**config.mk**
```make
export PLATFORM = sky130hd
export DESIGN_NAME = voice_scheduler_flat
export DESIGN_NICKNAME = d
export VERILOG_FILES = /design/src/rtl/piano_pkg.sv /design/src/rtl/voice_scheduler_if.sv /design/src/rtl/voice_scheduler_debouncer.sv /design/src/rtl/voice_scheduler.sv /design/src/flat_wrapper.sv
export SDC_FILE = /design/constraint.sdc
export NUM_CORES = 1
export LEC_CHECK = 0
export ABC_AREA = 1
export BUFFER_PORTS_ARGS = -buffer_cell sky130_fd_sc_hd__buf_2
export CAP_MARGIN = 10
export CELL_PAD_IN_SITES_DETAIL_PLACEMENT = 1
export CELL_PAD_IN_SITES_GLOBAL_PLACEMENT = 1
export CORE_MARGIN = 5
export CORE_UTILIZATION = 48
export CTS_CLUSTER_SIZE = 25
export DETAILED_ROUTE_END_ITERATION = 16
export HOLD_SLACK_MARGIN = 0.03
export PLACE_DENSITY_LB_ADDON = 0.08
export SYNTH_ARGS = -nofsm -noshare
export SYNTH_HDL_FRONTEND = slang
export SYNTH_HIERARCHICAL = 1
export SYNTH_SLANG_ARGS = --single-unit
```
**constraint.sdc**
```tcl
create_clock -name LRCLK -period 5 [get_ports LRCLK]
set_clock_uncertainty 0.2 [all_clocks]
set_input_delay 0.75 -clock LRCLK [delete_from_list [all_inputs] [get_ports LRCLK]]
set_output_delay 0.75 -clock LRCLK [all_outputs]
set_load 0.03 [all_outputs]
```
**src/rtl/piano_pkg.sv**
```systemverilog
// Shared constants and types for the two-voice piano scheduler.
package piano_pkg;

    localparam int NKEYS    = 8;
    localparam int ADDR_W   = 16;
    localparam int NOTE_LEN = 4096;
    localparam int DEB_CYC  = 4;

    localparam int KEY_W = $clog2(NKEYS);
    localparam int OFF_W = $clog2(NOTE_LEN);

    typedef enum logic [1:0] {
        IDLE,
        SLOT0,
        SLOT1
    } sched_state_t;

    typedef struct packed {
        logic             active;
        logic [KEY_W-1:0] key;
        logic [OFF_W-1:0] off;
    } voice_t;

endpackage

```
**src/rtl/voice_scheduler_if.sv**
```systemverilog
// Key inputs and voice/ROM outputs of the piano voice scheduler.
interface voice_scheduler_if #(
    parameter int NKEYS  = piano_pkg::NKEYS,
    parameter int ADDR_W = piano_pkg::ADDR_W
);

    logic [NKEYS-1:0]  b;
    logic [2:0]        first;
    logic [2:0]        second;
    logic [1:0]        sel;
    logic              rom_en;
    logic [ADDR_W-1:0] rom_addr;
    logic              rom_voice;

    modport master (
        output b,
        input  first, second, sel, rom_en, rom_addr, rom_voice
    );

    modport slave (
        input  b,
        output first, second, sel, rom_en, rom_addr, rom_voice
    );

endinterface

```
**src/rtl/voice_scheduler_debouncer.sv**
```systemverilog
// Two-flop synchronizer plus per-key stability counter; a level is accepted
// only after DEB_CYC consecutive equal synchronized samples.
module key_debouncer #(
    parameter int NKEYS   = piano_pkg::NKEYS,
    parameter int DEB_CYC = piano_pkg::DEB_CYC
) (
    input  logic             LRCLK,
    input  logic             rst,
    input  logic [NKEYS-1:0] b,
    output logic [NKEYS-1:0] keys
);

    localparam int CNT_W = $clog2(DEB_CYC + 1);

    logic [NKEYS-1:0] sync1;
    logic [NKEYS-1:0] sync2;
    logic [CNT_W-1:0] cnt [NKEYS];

    always_ff @(posedge LRCLK) begin
        if (!rst) begin
            sync1 <= '0;
            sync2 <= '0;
            keys  <= '0;
            for (int unsigned i = 0; i < NKEYS; i++) cnt[i] <= '0;
        end else begin
            sync1 <= b;
            sync2 <= sync1;
            for (int unsigned i = 0; i < NKEYS; i++) begin
                if (sync2[i] == keys[i]) begin
                    cnt[i] <= '0;
                end else if (cnt[i] == CNT_W'(DEB_CYC - 1)) begin
                    keys[i] <= sync2[i];
                    cnt[i]  <= '0;
                end else begin
                    cnt[i] <= cnt[i] + CNT_W'(1);
                end
            end
        end
    end

endmodule

```
**src/rtl/voice_scheduler.sv**
```systemverilog
// Two-voice key allocator and time-shared sample-ROM address sequencer.
module voice_scheduler
    import piano_pkg::*;
#(
    parameter int NKEYS    = piano_pkg::NKEYS,
    parameter int ADDR_W   = piano_pkg::ADDR_W,
    parameter int NOTE_LEN = piano_pkg::NOTE_LEN,
    parameter int DEB_CYC  = piano_pkg::DEB_CYC
) (
    input  logic               LRCLK,
    input  logic               rst,
    voice_scheduler_if.slave   bus
);

    localparam int KW = $clog2(NKEYS);
    localparam int OW = $clog2(NOTE_LEN);

    logic [NKEYS-1:0]  keys;
    logic [NKEYS-1:0]  owned;
    logic [NKEYS-1:0]  pending;
    logic              found;
    logic [KW-1:0]     win;
    logic              any_active;

    voice_t            voice   [2];
    voice_t            voice_n [2];
    sched_state_t      state, state_n;
    logic              rom_en_q, rom_en_n;
    logic [ADDR_W-1:0] rom_addr_q, rom_addr_n;
    logic              rom_voice_q, rom_voice_n;

    key_debouncer #(.NKEYS(NKEYS), .DEB_CYC(DEB_CYC)) u_deb (
        .LRCLK (LRCLK),
        .rst   (rst),
        .b     (bus.b),
        .keys  (keys)
    );

    assign any_active    = voice[0].active | voice[1].active;
    assign bus.first     = voice[0].key;
    assign bus.second    = voice[1].key;
    assign bus.sel       = {voice[1].active, voice[0].active};
    assign bus.rom_en    = rom_en_q;
    assign bus.rom_addr  = rom_addr_q;
    assign bus.rom_voice = rom_voice_q;

    always_comb begin
        voice_n     = voice;
        state_n     = state;
        rom_en_n    = 1'b0;
        rom_addr_n  = rom_addr_q;
        rom_voice_n = rom_voice_q;
        owned       = '0;
        found       = 1'b0;
        win         = '0;

        for (int unsigned s = 0; s < 2; s++)
            if (voice[s].active) owned[voice[s].key] = 1'b1;
        pending = keys & ~owned;
        for (int unsigned i = 0; i < NKEYS; i++) begin
            if (!found && pending[i]) begin
                found = 1'b1;
                win   = KW'(i);
            end
        end

        for (int unsigned s = 0; s < 2; s++)
            if (voice[s].active && !keys[voice[s].key]) voice_n[s].active = 1'b0;

        case (state)
            IDLE: if (any_active) state_n = SLOT0;
            SLOT0: begin
                if (voice[0].active) begin
                    rom_en_n       = 1'b1;
                    rom_voice_n    = 1'b0;
                    rom_addr_n     = ADDR_W'({voice[0].key, voice[0].off});
                    voice_n[0].off = voice[0].off + OW'(1);
                end
                state_n = any_active ? SLOT1 : IDLE;
            end
            SLOT1: begin
                if (voice[1].active) begin
                    rom_en_n       = 1'b1;
                    rom_voice_n    = 1'b1;
                    rom_addr_n     = ADDR_W'({voice[1].key, voice[1].off});
                    voice_n[1].off = voice[1].off + OW'(1);
                end
                state_n = any_active ? SLOT0 : IDLE;
            end
            default: state_n = IDLE;
        endcase

        // Free-slot test uses pre-release occupancy, so a slot freed here is reused next cycle.
        if (found) begin
            if (!voice[0].active)      voice_n[0] = '{active: 1'b1, key: win, off: '0};
            else if (!voice[1].active) voice_n[1] = '{active: 1'b1, key: win, off: '0};
        end
    end

    always_ff @(posedge LRCLK) begin
        if (!rst) begin
            voice[0]    <= '0;
            voice[1]    <= '0;
            state       <= IDLE;
            rom_en_q    <= 1'b0;
            rom_addr_q  <= '0;
            rom_voice_q <= 1'b0;
        end else begin
            voice[0]    <= voice_n[0];
            voice[1]    <= voice_n[1];
            state       <= state_n;
            rom_en_q    <= rom_en_n;
            rom_addr_q  <= rom_addr_n;
            rom_voice_q <= rom_voice_n;
        end
    end

endmodule

```
**src/flat_wrapper.sv**
```systemverilog
// flat-port wrapper written by rule: the top's interface ports become plain ports
module voice_scheduler_flat import piano_pkg::*;
#(
    parameter int NKEYS    = piano_pkg::NKEYS,
    parameter int ADDR_W   = piano_pkg::ADDR_W,
    parameter int NOTE_LEN = piano_pkg::NOTE_LEN,
    parameter int DEB_CYC  = piano_pkg::DEB_CYC
)
  (LRCLK, rst, bus_b, bus_first, bus_second, bus_sel, bus_rom_en, bus_rom_addr, bus_rom_voice);
  voice_scheduler_if #(.NKEYS(NKEYS), .ADDR_W(ADDR_W)) bus_i ();
  input  logic LRCLK;
  input  logic rst;
  input wire logic [$bits(bus_i.b)-1:0] bus_b;
  output wire logic [$bits(bus_i.first)-1:0] bus_first;
  output wire logic [$bits(bus_i.second)-1:0] bus_second;
  output wire logic [$bits(bus_i.sel)-1:0] bus_sel;
  output wire logic [$bits(bus_i.rom_en)-1:0] bus_rom_en;
  output wire logic [$bits(bus_i.rom_addr)-1:0] bus_rom_addr;
  output wire logic [$bits(bus_i.rom_voice)-1:0] bus_rom_voice;
  assign bus_i.b = bus_b;
  assign bus_first = bus_i.first;
  assign bus_second = bus_i.second;
  assign bus_sel = bus_i.sel;
  assign bus_rom_en = bus_i.rom_en;
  assign bus_rom_addr = bus_i.rom_addr;
  assign bus_rom_voice = bus_i.rom_voice;
  voice_scheduler #(.NKEYS(NKEYS), .ADDR_W(ADDR_W), .NOTE_LEN(NOTE_LEN), .DEB_CYC(DEB_CYC)) u_core (.LRCLK(LRCLK), .rst(rst), .bus(bus_i));
endmodule
```
### Word level (Yosys, flattened, before mapping)

Memory sizes are Yosys's and may differ from the RTL's.
Cells that the tools add are included.

* flip-flop bits (word level): 76
* bits in writable memories: 24
* output and inout bits: 26
* memories kept: 1

* add/subtract/negate cells: 10
* magnitude comparators: 4
* equality and inequality tests: 21
* muxes and demuxes: 161
* bitwise gates (word level): 38
* reduce and logical (&&, ||, !) cells: 33

Memory list
* u_core.u_deb.cnt: depth 8, width 3, rd ports 8, clocked after Yosys merged registers in 0, wr ports 8, RTL line voice_scheduler_debouncer.sv:17 `logic [CNT_W-1:0] cnt [NKEYS];`

Operators by type and width (count)
* 1-bit two-way mux: 109
* 3-bit two-way mux: 28
* 16-bit two-way mux: 5
* 12-bit two-way mux: 4
* 32-bit two-way mux: 1
* 16-bit one-hot mux with 2 select lines: 1
* 1-bit bitwise OR: 25
* 12-bit by 1-bit adder with 12-bit output, second input constant: 2
* 3-bit by 1-bit adder with 3-bit output, second input constant: 8
* 3-bit by 2-bit == test with 1-bit output, second input constant: 8
* 2-bit AND reduction: 9
* 8-bit two-way mux: 2
* 1-bit logical AND: 11
* 1-bit inverter: 10
* 1-bit logical NOT: 9
* 8-bit bitwise AND: 1
* 1-bit == test: 8
* 3-bit by 4-bit less-than comparator with 1-bit output, second input constant: 2
* 2-bit two-way mux: 4
* 8-bit inverter: 1
* 8-bit bitwise OR: 1
* 1-bit binary-select mux with 3-bit select: 2
* 1-bit demux with 3-bit select: 2
* 3-bit by 1-bit >= comparator with 1-bit output, second input constant: 2
* 8 further kinds: 12

### Logic depth before layout (Yosys ltp)

* depth after elaboration: 34
* depth in mapped cells: 13
* gate-level depth less buffers: 12

### By module

Netlist, hierarchy kept.

By module, submodules not included
* voice_scheduler: instances 1, cells an instance 390, area an instance 2815.2 µm², seq. area each 1021.0 µm²
* key_debouncer: instances 1, cells an instance 204, area an instance 1961.9 µm², seq. area each 1201.2 µm²

### Worst setup path before layout

OpenSTA, ideal clock, no wires.

* path kind: register to register
* start: reg u_core.state[1]
* end: reg u_core/voice[26] (netlist bit)
* setup time: 0.117 ns
* arrival: 1.636 ns
* data required time: 4.683 ns
* setup slack: 3.048 ns
* cell stages (with the launch flop): 13
* path buffers: 0
* period minus slack after synthesis: 1.952 ns
* cells stage by stage: dfxtp_1 inv_1 ha_1 nand2_2 nor2_2 nand3_1 nor2_1 nand2_1 nor2_1 nand3_1 nor2_1 xor2_1 nor2_1

* word-level cells in the longest chain between the ends: 4

Ends and longest elaborated chain
* from (decl): RTL line voice_scheduler.sv:27 `sched_state_t state, state_n;`
* from (signal assigned): RTL line voice_scheduler.sv:111 `state <= state_n;`
* 2-bit by 1-bit == test with 1-bit output (*): RTL line voice_scheduler.sv:70 `case (state)`
* 12-bit two-way mux (*): RTL line voice_scheduler.sv:70
* 16-bit two-way mux: RTL line voice_scheduler.sv:95 `if (!voice[0].active) voice_n[0] = '{active: 1'b1, key: win, off: '0};`
* 32-bit two-way mux (*): RTL line voice_scheduler.sv:94 `if (found) begin`
* to (decl): RTL line voice_scheduler.sv:25 `voice_t voice [2];`

Mark *: on every way between the ends. The rest lies on a longest branch, timed or not.
A chain may end at the register's enable or synchronous reset.

### Worst setup path after layout

* start: reg u_core.state[0]
* end: reg u_core.rom_addr_q[3], in the netlist u_core/bus.rom_addr[3]

* word-level cells in the longest chain between the ends: 3

Ends and longest elaborated chain
* 2-bit == test or 2-bit by 1-bit == test with 1-bit output (tied branches): RTL line voice_scheduler.sv:70
* 2-bit by 1-bit inequality test with 1-bit output (no source line) or 2-bit nonzero test (tied branches)
* 3-bit AND reduction (no source line)
* to (signal assigned): RTL line voice_scheduler.sv:113 `rom_addr_q <= rom_addr_n;`
* to (decl): RTL line voice_scheduler.sv:29 `logic [ADDR_W-1:0] rom_addr_q, rom_addr_n;`

Parallel ways exist; a longest one is shown, timed or not.

==> results_dict.tcl <==
set metrics [dict create \
    status "finished clean" \
    synth_edf_count 24 \
    die_y_um 110 \
    fin_crit_sh 0.587 \
    clk_pin_slew_ns 0.09 \
    dpl_cell_area_mm2 0.00503 \
    drv_cap 0 \
    path_depth 7 \
    dieArea_mm2 0.0120 \
    fin_area_mm2 0.00522 \
    drive_above_1_share 0.131 \
    hpwl_um 8700 \
    max_freq_mhz 341 \
    drc 0 \
    crit_family "simple AND/OR/NAND/NOR gates" \
    postCtsHoldBufs 0 \
    ys_seq_area_frac 0.465 \
    synth_ff_type "dfxtp_1" \
    r2r_end "u_core/bus.rom_addr[3]" \
    reg2reg_setup_slack_ns 2.07 \
    critPathArrivalTime_ns 2.96 \
    reg2reg_depth 7 \
    crit_required_ns 5.03 \
    relSlewSlack 0.268 \
    final_hold_viol_count 0 \
    numCtsBuffers 9 \
    synth_area_mm2 0.00478 \
    synth-async-reset-ratio 0 \
    crit_start "u_core/state[0]" \
    period_minus_slack_ns 2.93 \
    slew_violations 0 \
    crit_fanout 30 \
    yosys_warnings 6 \
    fp-row-count 36 \
    netlist-cell-type-count 33 \
    crit_path_end_kind "flop" \
    antenna_found_initial 0 \
    portBuffers 34 \
    grt_max_degree 61 \
    timing_worst_setup_path_type "reg -> reg" \
    synth_top_area_share 0.314 \
    viasPerCell 5.04 \
    worst_pin_slew_ns 1.10 \
    nNetsFinal 667 \
    synth_common_cells "nand2_1, inv_1, dfxtp_1" \
    vdd_ir_drop_max_mv 0.229 \
    start_util 0.491 \
    finalSetupTns_ns 0 \
    worstSetupEndpoint "u_core/bus.rom_addr[3]" \
    crit_chain "inv_1, ha_1, inv_1, nand2_1, nand2_1, o21ai_0, a31oi_1" \
    cts_max_level 3 \
    via_count 3899 \
    post_cts_buffers 0 \
    drt_iter0_drc 121 \
    cts_tree "yes" \
    root_buffer "clkbuf_8" \
    post-synth-top-area-cell "dfxtp_1" \
    wirelength_um 11400 \
    first_pass_iters 4 \
    diodes 0 \
    syn2layout_area_growth_pct 9.25 \
    powerDensity_mw_per_mm2 300 \
    grt-ovfl-total 0 \
    syn_inst 594 \
    cts.repair.resized 0 \
    routabilityCongestion 0.840 \
    coreArea_mm2 0.00973 \
    wire_per_inst_um 14.8 \
    ios 36 \
    startpoint_type "flop" \
    setup_viol 0 \
    n_fill_cell 1249 \
    p_total_mw 1.57 \
    max_stage_delay_ns 0.64 \
    grt_first_pass_wirelength_um 19100 \
    grt_use_total 0.206 \
    synth_area_leaders "dfxtp_1, edfxtp_1, nand2_1" \
    critical_path_buf_inv_count 2 \
    cts_sinks 99 \
    die_w_um 110 \
    ys_seq_elements 99 \
    antenna_left 0 \
    cts_buffer_depth 2 \
    hold_class "reg -> reg" \
    syn_avg_cell_area_um2 8.04 \
    p_leak_nw 2.32 \
    reg2reg_from "u_core/state[0]" \
    grt_pass1_vias 4116 \
    rsz0062_at_grt "false" \
    clkLatencyLatePin_ns 0.37 \
    critPathSlowestCell "ha_1" \
    yosysMostFrequentCell "nand2_1" \
    fin_util 0.536 \
]
## power by group
| group | switching, mW | internal [mW] | total (mW) |
|---|---|---|---|
| clock | 0.271 | 0.223 | 0.494 |
| sequential | 0.0318 | 0.851 | 0.883 |
| combinational | 0.133 | 0.0566 | 0.190 |
| total | 0.436 | 1.13 | 1.57 |
## worst reg2reg max path, delay by kind of cell, from the launching register on
kind	cells	cell delay, ns
compound gates	2	0.48
flops	1	0.34
simple gates	2	0.67
buf+inv	2	0.46
fa+ha+maj	1	0.64
## layout by cell type (no fill, tap or decap), types with 2 or more instances in the layout
| master | netlist | routed |
|---|---|---|
| a21oi_1 | 25 | 25 |
| a31oi_1 | 12 | 12 |
| buf_2 | 3 | 34 |
| clkbuf_8 | 0 | 10 |
| clkinv_2 | 0 | 3 |
| conb_1 | 2 | 25 |
| dfxtp_1 | 75 | 75 |
| edfxtp_1 | 24 | 24 |
| ha_1 | 22 | 22 |
| inv_1 | 82 | 82 |
| inv_2 | 4 | 4 |
| nand2_1 | 110 | 110 |
| nand2_2 | 7 | 7 |
| nand3_1 | 39 | 39 |
| nand3_2 | 3 | 3 |
| nand4_1 | 6 | 6 |
| nor2_1 | 69 | 69 |
| nor2_2 | 12 | 12 |
| nor2_4 | 4 | 4 |
| nor3_1 | 7 | 7 |
| nor4_1 | 2 | 2 |
| o211ai_1 | 4 | 4 |
| o21ai_0 | 36 | 36 |
| xnor2_1 | 6 | 6 |
| xor2_1 | 10 | 10 |
## how the worst min path moves through the flow
stage,start,end,slack [ns],cells after the start
floorplan,u_core/u_deb/sync1[0],u_core/u_deb/sync2[0],0.19,2
global placement,u_core/u_deb/sync1[1],u_core/u_deb/sync2[1],0.19,2
detailed placement,u_core/u_deb/sync1[3],u_core/u_deb/sync2[3],0.20,2
CTS,u_core/u_deb/sync1[3],u_core/u_deb/sync2[3],0.22,2
global route,u_core/u_deb/sync1[3],u_core/u_deb/sync2[3],0.24,2
finish,u_core/u_deb/sync1[3],u_core/u_deb/sync2[3],0.21,2
## area by class of cell
cell class,instances,area (um2),share of cell area
clock buffers,12,166,0.0319
flip-flops and latches,99,2220,0.426
multi-input cells,405,2150,0.412
inverters,86,323,0.0619
repair buffers,34,170,0.0326
well taps,133,166,0.0319
clock inverters,4,21.3,0.00408
## layer usage
layer / track usage / wire, um / vias to the layer above
met3: 0.0575 / 479 / 14
li1: - / - / 1951
met2: 0.386 / 6130 / 64
met4: 0.0721 / 204 / 0
met1: 0.221 / 4630 / 1870
met5: 0 / 0 / -
## per-stage QoR
step | setup WS (ns) | hold slack (ns) | std cells
finish | 2.07 | 0.205 | 773
global route | 1.73 | 0.242 | 773
CTS | 2.10 | 0.215 | 773
detailed placement | 2.10 | 0.202 | 757
global placement | 2.34 | 0.194 | 757
floorplan | 3.05 | 0.190 | 617
## cells by family (layout without fill, tap and decap cells)
logic type,count (synthesis),in the layout,synth area share
simple gates,261,261,0.246
xor+xnor,16,16,0.0293
buf+inv,113,136,0.103
fa+ha+maj,22,22,0.0576
compound gates,81,81,0.0977
flops,99,99,0.465
other cells,2,25,0.00157
## flip-flops by register name, indices dropped and copies added (netlist names)
name                  cells
u_core/u_deb/sync1        8
u_core/u_deb/keys         8
u_core/voice             24
u_core/bus.first          3
u_core/bus.rom_en         1
u_core/bus.rom_voice      1
u_core/bus.second         3
u_core/bus.sel            2
u_core/bus.rom_addr      15
u_core/state              2
u_core/u_deb/sync2        8
u_core/u_deb/cnt         24
Power figures use the tool's default switching activity.
